**src/rtl/fifo_control.sv**
```systemverilog
// Pointer, occupancy and flag controller for the 8x10 transaction FIFO.
// Drives memory strobes/addresses; data bypasses this block.
module fifo_control #(
  parameter int DEPTH = 8,
  parameter int PTR_W = 3,
  parameter int CNT_W = 4
) (
  input  logic             clk,
  input  logic             reset_L,
  input  logic             push,
  input  logic             pop,
  input  logic [CNT_W-1:0] thr_af,
  input  logic [CNT_W-1:0] thr_ae,
  output logic             wr_en,
  output logic             rd_en,
  output logic [PTR_W-1:0] wr_ptr,
  output logic [PTR_W-1:0] rd_ptr,
  output logic [CNT_W-1:0] count,
  output logic             fifo_full,
  output logic             fifo_empty,
  output logic             almost_full,
  output logic             almost_empty,
  output logic             fifo_error
);

  localparam logic [CNT_W-1:0] FULL_CNT = CNT_W'(DEPTH);

  // Occupancy flags and threshold compares, straight off the count register
  always_comb begin
    fifo_full    = (count == FULL_CNT);
    fifo_empty   = (count == '0);
    almost_full  = (count >= thr_af);
    almost_empty = (count <= thr_ae);
  end

  // Accept a request only when it cannot over/underflow; held off in reset
  always_comb begin
    wr_en = push & ~fifo_full & reset_L;
    rd_en = pop & ~fifo_empty & reset_L;
  end

  // Pointers wrap naturally because DEPTH is a power of two
  always_ff @(posedge clk or negedge reset_L) begin
    if (!reset_L) begin
      wr_ptr <= '0;
      rd_ptr <= '0;
    end else begin
      if (wr_en) wr_ptr <= wr_ptr + 1'b1;
      if (rd_en) rd_ptr <= rd_ptr + 1'b1;
    end
  end

  // Occupancy moves only when exactly one side transfers
  always_ff @(posedge clk or negedge reset_L) begin
    if (!reset_L) begin
      count <= '0;
    end else begin
      unique case ({wr_en, rd_en})
        2'b10:   count <= count + 1'b1;
        2'b01:   count <= count - 1'b1;
        default: count <= count;
      endcase
    end
  end

  // Sticky error on any rejected request; only reset clears it
  always_ff @(posedge clk or negedge reset_L) begin
    if (!reset_L) begin
      fifo_error <= 1'b0;
    end else if ((push & fifo_full) | (pop & fifo_empty)) begin
      fifo_error <= 1'b1;
    end
  end

endmodule

```
**config.mk**
```make
export PLATFORM = sky130hd
export DESIGN_NAME = fifo_control
export DESIGN_NICKNAME = d
export VERILOG_FILES = /design/src/rtl/fifo_control.sv
export SDC_FILE = /design/constraint.sdc
export NUM_CORES = 1
export LEC_CHECK = 0
export CAP_MARGIN = 15
export CORE_MARGIN = 1
export CORE_UTILIZATION = 42
export CTS_CLUSTER_SIZE = 10
export DETAILED_ROUTE_END_ITERATION = 7
export PLACE_DENSITY = 0.77
export SLEW_MARGIN = 15
export SYNTH_ARGS = -nofsm -noshare
export SYNTH_HDL_FRONTEND = slang
export SYNTH_SLANG_ARGS = --single-unit
```
**constraint.sdc**
```tcl
create_clock -name clk -period 3.4 [get_ports clk]
set_clock_uncertainty 0.2 [all_clocks]
set_input_delay 0.34 -clock clk [delete_from_list [all_inputs] [get_ports clk]]
set_output_delay 0.34 -clock clk [all_outputs]
set_load 0.02 [all_outputs]
```
==> impl_results.md <==
- Final min period: 2830 ps
- Final std cells w/o fill: 136
- Ant. Diodes: 0
- Final setup viols: 0
- Status: complete, no violations
- Core ar.: 0.00171 mm²
- DPL Wire Length: 1200 µm
- Worst-path clk slew: 70 ps
- Worst hold path type: in -> async
- Gpl congestion: 0.859
- Hold_buf cts: 0
- RSZ-0062 raised after global routing: no
- Post-layout net count: 138
- Die ar.: 0.00199 mm²
- Initial core utilization: 44.6%
- Fin. Hold Viols: 0
- Synth-to-layout area growth: 44.8%
- CP Launch Point: count[0]
- Slew @ Worst Pin: 369 ps
- Cell variety after synth: 21
- #FFs+latches synth: 11
- Buffers on Ports: 28
- DR vias/cell: 4.57
- Share of the synthesized area in the top cell type: 36.1%
- Critical Path AT: 2830 ps
- Syn_area_per_cell: 9.77 µm²
- Crit Path Max Fanout: 7
- Worst-skew pair later-pin latency: 280 ps
- DRT iter0 DRCs: 9
- Rows: 15
- Mapped Area: 762 µm²
- CTS Sinks: 11
- Root Driver: clkbuf_4
- R2r startpoint: count[0]
- Max-slew headroom: 75.3%
- Setup TNS: 0 ps
- Crit path capture: count[3]
- Iteration count of the initial detailed-routing pass: 4
- DRC errors left: 0
- First-pass GRT wire length: 2390 µm
- Sequential share of the synthesized area: 36.1%
- Worst Setup Start Kind: flop
- Yosys Warn Count: 0
- Total wire length: 1510 µm
- Initial antenna violation count: 0
- Largest net degree at the start of global routing: 9
- I/O Pins: 29
- Max Freq: 354 MHz
- Syn_nets: 104
- PostCTS Resize Cnt: 0
- Die span in x: 44.6 µm
- Dpl cell area: 0.00108 mm²
- Setup CP Type: reg -> reg
- Total GRT Usage: 16.5%
- Grt total ovfl: 0
- Placed cell count: 132
- Top post-synthesis cells by area: dfrtp_1, ha_1, inv_1
- Total CTS buffers: 3
- Antenna Violating Nets Remaining: 0
- Pins over their slew limit: 0
- Leak: 0.536 nW
- Syn Inst Count: 78
- Setup bufs post-CTS: 0
- Wire length per cell: 11.1 µm
- Vias in the first global route: 571
- Max cap viols: 0
- RR Endpoint: count[3]
- Pwr dens: 869 mW/mm²
- Chip height: 44.6 µm
- Final instance area: 0.00110 mm²
- Layout cell share with drive strength beyond 1: 6.31%
- Cell count of the worst reg-to-reg path: 9
- Worst Path Required: 3410 ps
- Peak supply drop: 0.458 mV
- Area leader, netlist: dfrtp_1
- Vias: 621
- CTS HTree Levels: 1
- Fin crit share: 83.2%
- Clock buffer depth: 2
- Reg2reg setup slack: 570 ps
- CTS tree: built
- Setup crit end kind: flop
-- cells by family (layout without fill, tap and decap cells) --
| family | count (synthesis) | count (layout) | synth area share, % |
|---|---|---|---|
| flip-flops | 11 | 11 | 36.1 |
| XOR/XNOR | 7 | 7 | 8.05 |
| AND/OR/NAND/NOR | 16 | 16 | 10.0 |
| AO/OA/AOI/OAI | 12 | 12 | 8.70 |
| buffers and inverters | 15 | 48 | 8.37 |
| multiplexers | 3 | 3 | 4.76 |
| adder cells (fa/ha/maj) | 14 | 14 | 24.0 |
-- per-stage QoR --
step                      power (mW)  utilization (%)  worst slack [ps]  hold WS [ps]
after CTS                      0.969             64.6               621           124
final                          0.959             64.6               573           116
after global placement         0.853             63.1               566           244
after global routing            1.04             64.6               448           132
after floorplan                0.607                -               187          -156
after detailed placement       0.873             63.1               451           248
-- worst min-delay path by stage --
stage	endpoint	slack (ps)
after floorplan	count[0]	-160
after global placement	fifo_error	240
after detailed placement	fifo_error	250
after CTS	count[0]	120
after global routing	count[2]	130
final	count[3]	120
-- registers in the layout, summed over array words and instances (netlist names) --
signal / flops
count: 4
fifo_error: 1
rd_ptr: 3
wr_ptr: 3
-- layout by cell type, fill, tap and decap left out, drive strengths merged, types with 2 or more instances in the layout --
cell type      synthesis  final
ha                    13     13
buf                    1      2
o21ai                  5      5
and3                   2      2
clkdlybuf4s50          0     28
nor2                   3      3
dfrtp                 11     11
a21oi                  5      5
xor2                   4      4
xnor2                  3      3
nand2                  7      7
clkbuf                 0      4
inv                   14     14
mux2                   2      2
-- cells in the mapped netlist, drive strengths merged --
library cell	instances
o21ai	5
and3	2
mux2i	1
buf	1
o41ai	1
ha	13
xnor2	3
mux2	2
fa	1
nor3	1
or4b	1
a21oi	5
nand3	1
nand2	7
inv	14
nor2	3
nor4	1
dfrtp	11
xor2	4
a21boi	1
-- cell type report --
cell class / count / area (µm²)
Fill cell: 152 / 604
Multi-Input combinational cell: 52 / 423
Timing Repair Buffer: 30 / 295
Sequential cell: 11 / 275
Inverter: 14 / 52.6
Tap cell: 25 / 31.3
Clock buffer: 4 / 26.3
-- critical path, stage by stage (launching register included) --
cell,delay [ps]
dfrtp_1,460
or4b_1,540
and3_1,270
inv_1,80
ha_1,190
ha_1,280
a21oi_1,220
a21oi_1,120
nor3_1,230
xor2_1,160
-- report_power, final --
part / leakage (nW) / internal [mW] / switching, mW
Clock: 0.0150 / 0.0455 / 0.0484
Combinational: 0.393 / 0.302 / 0.297
Sequential: 0.128 / 0.193 / 0.0733
Total: 0.536 / 0.541 / 0.419
-- layer usage --
| layer | global-route usage [%] | wire, µm | up-vias |
|---|---|---|---|
| li1 | - | - | 328 |
| met1 | 22.2 | 750 | 283 |
| met2 | 25.9 | 712 | 8 |
| met3 | 4.90 | 32 | 2 |
| met4 | 4.24 | 11 | 0 |
| met5 | 0 | 0 | - |
No activity file was read; power rests on OpenSTA's default activity.
